==> src/rtl/hamming_req_arbiter.sv <==
// hamming_req_arbiter: round-robin encode/decode arbiter over one shared Hamming(7,4) datapath.
// Define HAMMING_ERR_INJECT_EN to add inj_en/inj_pos single-bit fault injection on encode results.
module hamming_req_arbiter #(
  parameter int ERR_CNT_W = 8,
  parameter bit DEC_FIRST = 1'b0
) (
  input  logic                 clk,
  input  logic                 rst,
  input  logic                 enc_valid,
  input  logic [3:0]           enc_data,
  output logic                 enc_ready,
  input  logic                 dec_valid,
  input  logic [6:0]           dec_code,
  output logic                 dec_ready,
  output logic                 res_valid,
  input  logic                 res_ready,
  output logic [6:0]           res_data,
  output logic                 res_tag,
`ifdef HAMMING_ERR_INJECT_EN
  input  logic                 inj_en,
  input  logic [2:0]           inj_pos,
`endif
  output logic                 busy,
  input  logic                 err_clr,
  output logic [ERR_CNT_W-1:0] err_count
);
  typedef enum logic [1:0] {IDLE, EXEC, HOLD} state_t;
  state_t state, state_nxt;
  logic rr_ptr, op_tag, grant_dec, accept;
  logic [6:0] op, enc_word, dec_fixed, flip, inj_mask, result;
  logic [2:0] syn;
  assign grant_dec = dec_valid && (!enc_valid || rr_ptr);
  assign accept = state == IDLE && (enc_valid || dec_valid);
  assign enc_ready = state == IDLE && enc_valid && !grant_dec;
  assign dec_ready = state == IDLE && grant_dec;
  assign busy = state != IDLE;
  always_comb begin
    state_nxt = state;
    state_nxt = state == IDLE ? (accept ? EXEC : IDLE) :
                state == EXEC ? HOLD :
                (res_valid && res_ready ? IDLE : HOLD);
  end
  always_ff @(posedge clk or posedge rst)
    if (rst) state <= IDLE;
    else state <= state_nxt;
  // Encode operands occupy op[3:0]; decode operands use the full codeword.
  assign enc_word = {op[3], op[2], op[1], op[1] ^ op[2] ^ op[3], op[0], op[0] ^ op[2] ^ op[3], op[0] ^ op[1] ^ op[3]};
  assign syn = {op[3] ^ op[4] ^ op[5] ^ op[6], op[1] ^ op[2] ^ op[5] ^ op[6], op[0] ^ op[2] ^ op[4] ^ op[6]};
  assign flip = 7'((8'd1 << syn) >> 1);
  assign dec_fixed = op ^ flip;
  assign result = op_tag ? {syn, dec_fixed[6], dec_fixed[5], dec_fixed[4], dec_fixed[2]} : enc_word ^ inj_mask;
`ifdef HAMMING_ERR_INJECT_EN
  always_ff @(posedge clk or posedge rst)
    if (rst) inj_mask <= '0;
    else if (accept) inj_mask <= (!grant_dec && inj_en) ? 7'((8'd1 << inj_pos) >> 1) : '0;
`else
  assign inj_mask = '0;
`endif
  always_ff @(posedge clk or posedge rst) begin
    if (rst) begin
      rr_ptr <= DEC_FIRST;
      op <= '0;
      op_tag <= 1'b0;
      res_valid <= 1'b0;
      res_data <= '0;
      res_tag <= 1'b0;
    end else begin
      if (accept) begin
        op <= grant_dec ? dec_code : {3'b000, enc_data};
        op_tag <= grant_dec;
        rr_ptr <= !grant_dec;
      end
      if (state == EXEC) begin
        res_valid <= 1'b1;
        res_data <= result;
        res_tag <= op_tag;
      end else if (state == HOLD && res_ready) res_valid <= 1'b0;
    end
  end
  always_ff @(posedge clk or posedge rst)
    if (rst) err_count <= '0;
    else if (err_clr) err_count <= '0;
    else if (state == EXEC && op_tag && syn != 3'd0 && err_count != '1) err_count <= err_count + 1'b1;
endmodule

==> config.mk <==
export PLATFORM = sky130hd
export DESIGN_NAME = hamming_req_arbiter
export DESIGN_NICKNAME = d
export VERILOG_FILES = /design/src/rtl/hamming_req_arbiter.sv
export SDC_FILE = /design/constraint.sdc
export NUM_CORES = 1
export LEC_CHECK = 0
export ABC_AREA = 1
export CORE_AREA = 2 2 59 66
export DETAILED_ROUTE_END_ITERATION = 8
export DIE_AREA = 0 0 61 68
export PLACE_DENSITY = 0.82
export SYNTH_ARGS = -nofsm -noshare
export SYNTH_HDL_FRONTEND = slang
export SYNTH_SLANG_ARGS = --single-unit
==> constraint.sdc <==
create_clock -name clk -period 1.91 [get_ports clk]
set_clock_uncertainty 0.1 [all_clocks]
set_input_delay 0.573 -clock clk [delete_from_list [all_inputs] [get_ports clk]]
set_output_delay 0.573 -clock clk [all_outputs]
set_load 0.01 [all_outputs]
==> results of run 1 <==
[worst max-delay path by stage]
stage,start,to,slack [ns]
final,state[1]$_DFF_PP0_,enc_ready,-0.009
after global routing,state[1]$_DFF_PP0_,enc_ready,-0.09
after CTS,err_count[6]$_DFFE_PP0P_,err_count[6],0.002
after detailed placement,dec_valid,enc_ready,-0.65
after global placement,dec_valid,enc_ready,-0.63
after floorplan,state[1]$_DFF_PP0_,enc_ready,0.14
[cell type report]
| class | count | area, um^2 |
|---|---|---|
| Timing Repair Buffer | 55 | 510 |
| Multi-Input combinational cell | 162 | 875 |
| Fill cell | 313 | 1230 |
| Sequential cell | 28 | 702 |
| Tap cell | 50 | 62.6 |
| Clock buffer | 4 | 55.1 |
| Inverter | 24 | 104 |
[cell families (layout without fill, tap and decap cells)]
group,count (synthesis),in the layout
adders and majority gates,1,1
DFF,28,28
AOI/OAI and AO/OA,32,32
xor gates and xnor gates,8,8
and+or+nand+nor,121,121
buffers and inverters,28,83
[power groups by stage]
stage	logic, mW	registers [mW]	clock network (mW)
3_3_place_gp	0.116	0.617	0
6_report	0.118	0.605	0.363
5_1_grt	0.132	0.606	0.397
4_1_cts	0.118	0.605	0.375
2_1_floorplan	0.0743	0.613	0
3_5_place_dp	0.118	0.617	0
[metal layers]
metal | vias to the layer above | part of all wire | global-route usage
li1 | 815 | - | -
met1 | 755 | 0.44 | 0.239
met2 | 36 | 0.51 | 0.340
met3 | 2 | 0.040 | 0.0321
met4 | 0 | 0.012 | 0.0652
met5 | - | 0 | 0
[layout by cell type, fill, tap and decap left out, types with 2 or more instances in the layout]
master	synthesis	layout
sky130_fd_sc_hd__nand3b_1	5	5
sky130_fd_sc_hd__o21bai_1	2	2
sky130_fd_sc_hd__clkbuf_8	0	4
sky130_fd_sc_hd__a21oi_1	10	9
sky130_fd_sc_hd__clkdlybuf4s50_1	0	26
sky130_fd_sc_hd__a21oi_2	1	2
sky130_fd_sc_hd__inv_4	2	3
sky130_fd_sc_hd__dlymetal6s2s_1	0	5
sky130_fd_sc_hd__xnor2_1	3	3
sky130_fd_sc_hd__nand2_4	3	3
sky130_fd_sc_hd__inv_2	3	3
sky130_fd_sc_hd__o21ai_0	11	11
sky130_fd_sc_hd__dfrtp_1	28	27
sky130_fd_sc_hd__buf_4	0	19
sky130_fd_sc_hd__nand2_1	64	64
sky130_fd_sc_hd__nand4_1	3	3
sky130_fd_sc_hd__xor2_1	5	5
sky130_fd_sc_hd__nor2_1	9	8
sky130_fd_sc_hd__nand3_1	17	17
sky130_fd_sc_hd__a22oi_1	4	4
sky130_fd_sc_hd__inv_1	17	16
sky130_fd_sc_hd__nor3_1	4	4
sky130_fd_sc_hd__clkdlybuf4s15_1	0	2
sky130_fd_sc_hd__nand2_2	10	10
sky130_fd_sc_hd__nor2_2	3	3
[metrics by stage]
| step | utilization | TNS, ns | setup slack (ns) |
|---|---|---|---|
| after floorplan | - | 0 | 0.145 |
| after global placement | 0.606 | -1.16 | -0.633 |
| after detailed placement | 0.606 | -1.22 | -0.647 |
| after CTS | 0.636 | 0 | 0.00202 |
| after global routing | 0.652 | -0.187 | -0.0948 |
| final | 0.652 | -0.00902 | -0.00902 |
[critical path, cell delays in order (launching register included)]
cell and delay [ns]:
sky130_fd_sc_hd__dfrtp_1 0.40, sky130_fd_sc_hd__nor2_2 0.14, sky130_fd_sc_hd__buf_4 0.13, sky130_fd_sc_hd__o21ai_2 0.05, sky130_fd_sc_hd__a21oi_2 0.11, sky130_fd_sc_hd__buf_2 0.14
[timing repair]
item	4_1_cts	5_1_grt
endpoints found under the hold margin	0	0
setup buffers	7	4
gates resized for setup	17	9
pin swaps	4	2
setup endpoints to repair	10	8
[registers in the layout, indices dropped and copies added, names as in the netlist]
| name | count |
|---|---|
| res_data | 7 |
| op | 7 |
| rr_ptr | 1 |
| state | 2 |
| err_count | 8 |
| op_tag | 1 |
| res_tag | 1 |
| res_valid | 1 |
==> metrics, run 1 <==
status complete, but fails checks; failing checks setup timing; Leak Pwr 1.22 nW; final-layout worst hold slack 0.384 ns; internal reg-to-reg setup slack 0.16 ns; most common library cells after synthesis 64 x sky130_fd_sc_hd__nand2_1, 28 x sky130_fd_sc_hd__dfrtp_1, 17 x sky130_fd_sc_hd__inv_1, 17 x sky130_fd_sc_hd__nand3_1, 11 x sky130_fd_sc_hd__o21ai_0; placed standard-cell area 2140 um^2; number of unique standard cell types used by synthesis 31; total grt overflow 0; Critical R2R Launch err_count[0]$_DFFE_PP0P_; number of synthesis warnings 0; cell count after synthesis 218; biggest fanout along the worst timing path 2; Setup Crit Path Kind reg -> out; number of antenna diodes 0; flip-flop and latch count after synthesis 28; part of the power in combinational logic 0.109; net switching component of the power 0.253 mW; most common cell in the synthesized netlist sky130_fd_sc_hd__nand2_1; full die area 4150 um^2; non-filler cells in the finished layout 323; Hold Startpoint res_data[1]$_DFFE_PP0N_; Core Box Area 3540 um^2; clock root buffer sky130_fd_sc_hd__clkbuf_8; post-synthesis sequential area ratio 0.417; Max-cap violations 0; async set-reset flop share out of synthesis 1.00; routability congestion estimate 0.875; maximum number of pins on one net before global-route repair 29; synthesized area per cell 7.71 um^2; length of the first detailed-routing pass in iterations 4; hold crit path type reg -> reg; clk sink count 28; multiplexer fraction of the synthesized cell area 0; sequential share of power 0.557; sort of element at the start of the critical path flop; overall power 1.09 mW; Endpoint, Worst Hold res_data[1]$_DFFE_PP0N_; Area Growth Syn to Fin 37.4%; half-perimeter wire length after placement 2.70 mm; synthesized-area fraction occupied by and/or/nand/nor cells 0.354; detailed-route vias per instance 4.98; Netlist Area Pre-Place 1680 um^2; vias in the first global route 1410; maximum buffer depth of the clock tree 2; detailed router's first-iteration violation count 54; vias after detailed routing 1608; row cnt 23; total clock buffers created by CTS 3; commonest register cell after synthesis sky130_fd_sc_hd__dfrtp_1; Highest Clock Rate 521 MHz; net count after synthesis 236; fin crit share 1.00; initial antenna violation count 0; DRC 0; critical path capture point type output port; number of flops mapped to enable cells by yosys 0; crit path DAT 1.25 ns; fin nets 292; post-placement cell count 308; DR WL/cell 11.5 um; final wirelength 3.72 mm; horizontal die dimension 61 um; count of cells along the worst register-to-register path 9; I/O pin cnt 37; final critical-path required period 1.92 ns; worst vdd ir 366 uV; clock slew at the register clock pins of the worst setup and hold paths 0.09 ns; adder-cell area share of the yosys netlist 0.00745; fraction of layout instances using a drive strength above 1 0.209; fraction of power spent switching nets 0.233; Non-Filler Cell Area, Final 2310 um^2; combinational family with the most area after synthesis simple AND/OR/NAND/NOR gates; required time reported for the critical path endpoint 1.24 ns; cell-internal power 0.833 mW; Synth area leader sky130_fd_sc_hd__dfrtp_1; first-pass GRT wire length 6.07 mm; total track usage 0.194; later-pin clock latency in the skew report 0.27 ns; number of nets still failing antenna checks after routing 0; post-synth top area share 0.417; worst reg2reg path endpoint err_count[6]$_DFFE_PP0P_; RSZ-0062 raised after global routing true; remaining max-slew budget at the tightest pin 0.724; slew at the pin with the worst max-slew slack 0.413 ns; compound-gate portion of the synthesized area 0.109; synth top area cells sky130_fd_sc_hd__dfrtp_1 42%, sky130_fd_sc_hd__nand2_1 14%, sky130_fd_sc_hd__nand3_1 5.1%; Clk pwr share 0.334; xor and xnor area share after synthesis 0.0417; CTS tree done; # port buffers 36; Final Hold Viols 0; smallest setup slack after layout -0.00902 ns; initial cell density of the core 0.475; pins over their slew limit 0; H-tree depth 1; power density relative to cell area 471 nW/um^2; DIE HEIGHT 68 um; total of endpoints with negative setup slack in the final report 1; number of cells on the worst hold path 2; CTS Hold Buffers Added 0
No activity file was read; power rests on OpenSTA's default activity.
==> run 2, diff against run 1 <==
- ABC_CLOCK_PERIOD_IN_PS: default -> 1910
- CORE_AREA: 2 2 59 66 -> 2 2 61 68
- DIE_AREA: 0 0 61 68 -> 0 0 63 70
- PLACE_DENSITY: 0.82 -> 0.78
==> metrics, run 2 (synthesis gave the netlist of run 1 again) <==
overall power 1.03 mW (-4.8%); most common cell after layout, fill and taps aside sky130_fd_sc_hd__nand2_1; total grt overflow 0 (unchanged); clock root buffer sky130_fd_sc_hd__clkbuf_8; # port buffers 36 (unchanged); I/O pin cnt 37 (unchanged); required time reported for the critical path endpoint 1.24 ns (about the same); clk sink count 28 (unchanged); initial antenna violation count 0 (unchanged); Non-Filler Cell Area, Final 2300 um^2 (-0.38%); sequential share of power 0.585 (+0.028); vias in the first global route 1525 (+8.2%); detailed-route vias per instance 4.89 (-1.8%); part of the power in combinational logic 0.115 (+0.006); RSZ-0062 raised after global routing true; critical path capture point type output port; Max-cap violations 0 (unchanged); fin nets 294 (+0.68%); non-filler cells in the finished layout 326 (+0.93%); leading cell types in the layout, fill and taps excluded 63 x sky130_fd_sc_hd__nand2_1, 31 x sky130_fd_sc_hd__clkdlybuf4s50_1, 27 x sky130_fd_sc_hd__dfrtp_1; row cnt 24 (+4.3%); Area Growth Syn to Fin 36.9%; met2 layer wire length in the routed design 1.92 mm (+1.4%); DRC 0 (unchanged); Leak Pwr 1.13 nW (-7.6%); failing checks setup timing; worst vdd ir 390 uV (+6.8%); total length of routed met3 wires 74 um (-50%); Setup Crit Path Kind in -> out; post-placement cell count 310 (+0.65%); H-tree depth 1 (unchanged); number of nets still failing antenna checks after routing 0 (unchanged); detailed router's first-iteration violation count 66 (+22%); half-perimeter wire length after placement 2.75 mm (+1.7%); hold crit path type reg -> reg; Final Hold Viols 0 (unchanged); vias after detailed routing 1593 (-0.93%); CTS Hold Buffers Added 0 (unchanged); smallest setup slack after layout -0.0200 ns (-0.0110 ns); fraction of layout instances using a drive strength above 1 0.215 (+0.00654); largest registers err_count: 8 flops, op: 7 flops, res_data: 7 flops; routability congestion estimate 0.854 (-2.4%); final critical-path required period 1.93 ns (+0.0110 ns); Top Layer Used met4; maximum buffer depth of the clock tree 2 (unchanged); placed standard-cell area 2150 um^2 (+0.12%); DR WL/cell 11.8 um (+2.7%); maximum number of pins on one net before global-route repair 29 (unchanged); total of endpoints with negative setup slack in the final report 2 (+1); first-pass GRT wire length 6.82 mm (+12%); Clk pwr share 0.300 (-0.034); biggest fanout along the worst timing path 3 (+1); number of flip-flops in the largest register 8 (unchanged); horizontal die dimension 63 um (+3.3%); setup slack after placement -0.643 ns (+0.00425 ns); total clock buffers created by CTS 3 (unchanged); Core Box Area 3810 um^2 (+7.7%); final-layout worst hold slack 0.382 ns (-0.00124 ns); crit path DAT 1.26 ns (about the same); remaining max-slew budget at the tightest pin 0.721 (-0.00305); total track usage 0.191 (-0.00262); pins over their slew limit 0 (unchanged); CTS tree done; Highest Clock Rate 518 MHz (-0.57%); cell-internal power 0.790 mW (-5.2%); later-pin clock latency in the skew report 0.27 ns (about the same); slew at the pin with the worst max-slew slack 0.418 ns (+0.00457 ns); fin crit share 1.01 (+0.00577); number of antenna diodes 0 (unchanged); clock slew at the register clock pins of the worst setup and hold paths 0.09 ns (about the same); status complete, but fails checks; M1 wire length 1.77 mm (+8.1%); fraction of power spent switching nets 0.236 (+0.00308); register with the most flip-flops err_count; DIE HEIGHT 70 um (+2.9%); full die area 4410 um^2 (+6.3%); final wirelength 3.86 mm (+3.7%); initial cell density of the core 0.441 (-0.0341); sort of element at the start of the critical path input port; length of the first detailed-routing pass in iterations 4 (unchanged); net switching component of the power 0.244 mW (-3.5%); power density relative to cell area 450 nW/um^2 (-4.4%)
==> run 2: cell count changes in the layout (fill, tap and decap cells not counted), sizes merged <==
cell / previous run / this run
clkdlybuf4s15: 2 / 1
buf: 21 / 23
dlymetal6s2s: 5 / 0
clkdlybuf4s50: 26 / 31
==> run 2: per-stage QoR <==
step | TNS, ns | utilization
global placement | -1.16 | 0.563
floorplan | 0 | -
CTS | 0 | 0.589
finish | -0.0389 | 0.603
global route | -0.162 | 0.603
detailed placement | -1.20 | 0.563
==> run 2: area by class of cell <==
class                   count  area (um^2)
fillers                   359         1510
multi-input cells         162          885
flip-flops and latches     28          702
repair buffers             57          505
inverters                  24          101
well taps                  52         65.1
clock buffers               3         41.3
==> run 2: repair_timing <==
item,in CTS,in global routing
buffers inserted,8,5
setup endpoints to repair,10,4
resized for setup,15,7
pin swaps,4,2
==> run 2: critical path: stages <==
cell	delay (ns)
sky130_fd_sc_hd__dlygate4sd2_1	0.31
sky130_fd_sc_hd__nand2_1	0.10
sky130_fd_sc_hd__nor2_2	0.13
sky130_fd_sc_hd__buf_2	0.14
==> run 2: routing by layer <==
layer,track usage,vias to the layer above
li1,-,816
met3,0.0193,9
met2,0.331,24
met1,0.246,744
met4,0.0716,0
met5,0,-
==> run 2: power groups by stage <==
| stage | clock [mW] | combinational (mW) | sequential, mW |
|---|---|---|---|
| floorplan | 0 | 0.0743 | 0.613 |
| global placement | 0 | 0.116 | 0.617 |
| detailed placement | 0 | 0.119 | 0.617 |
| CTS | 0.321 | 0.119 | 0.605 |
| global route | 0.349 | 0.134 | 0.606 |
| finish | 0.310 | 0.119 | 0.605 |
==> run 2: final timing paths <==
path                            slack (ns)                      from  cells after the start                       end
worst min-delay path                  0.38   res_data[1]$_DFFE_PP0N_                      2   res_data[1]$_DFFE_PP0N_
worst max register to register        0.13  err_count[0]$_DFFE_PP0P_                      9  err_count[7]$_DFFE_PP0P_
worst min register to register        0.38   res_data[1]$_DFFE_PP0N_                      2   res_data[1]$_DFFE_PP0N_
worst max-delay path                 -0.02                 dec_valid                      4                 dec_ready
max in group asynchronous             0.88                       rst                      3  err_count[2]$_DFFE_PP0P_
min in group asynchronous             0.56                       rst                      3  err_count[1]$_DFFE_PP0P_
==> run 3, diff against run 2 <==
- CAP_MARGIN: default -> 10
- CTS_CLUSTER_DIAMETER: default -> 60
==> results of run 3 <==
Final layout, timing and power as in run 2 (identical DEF).
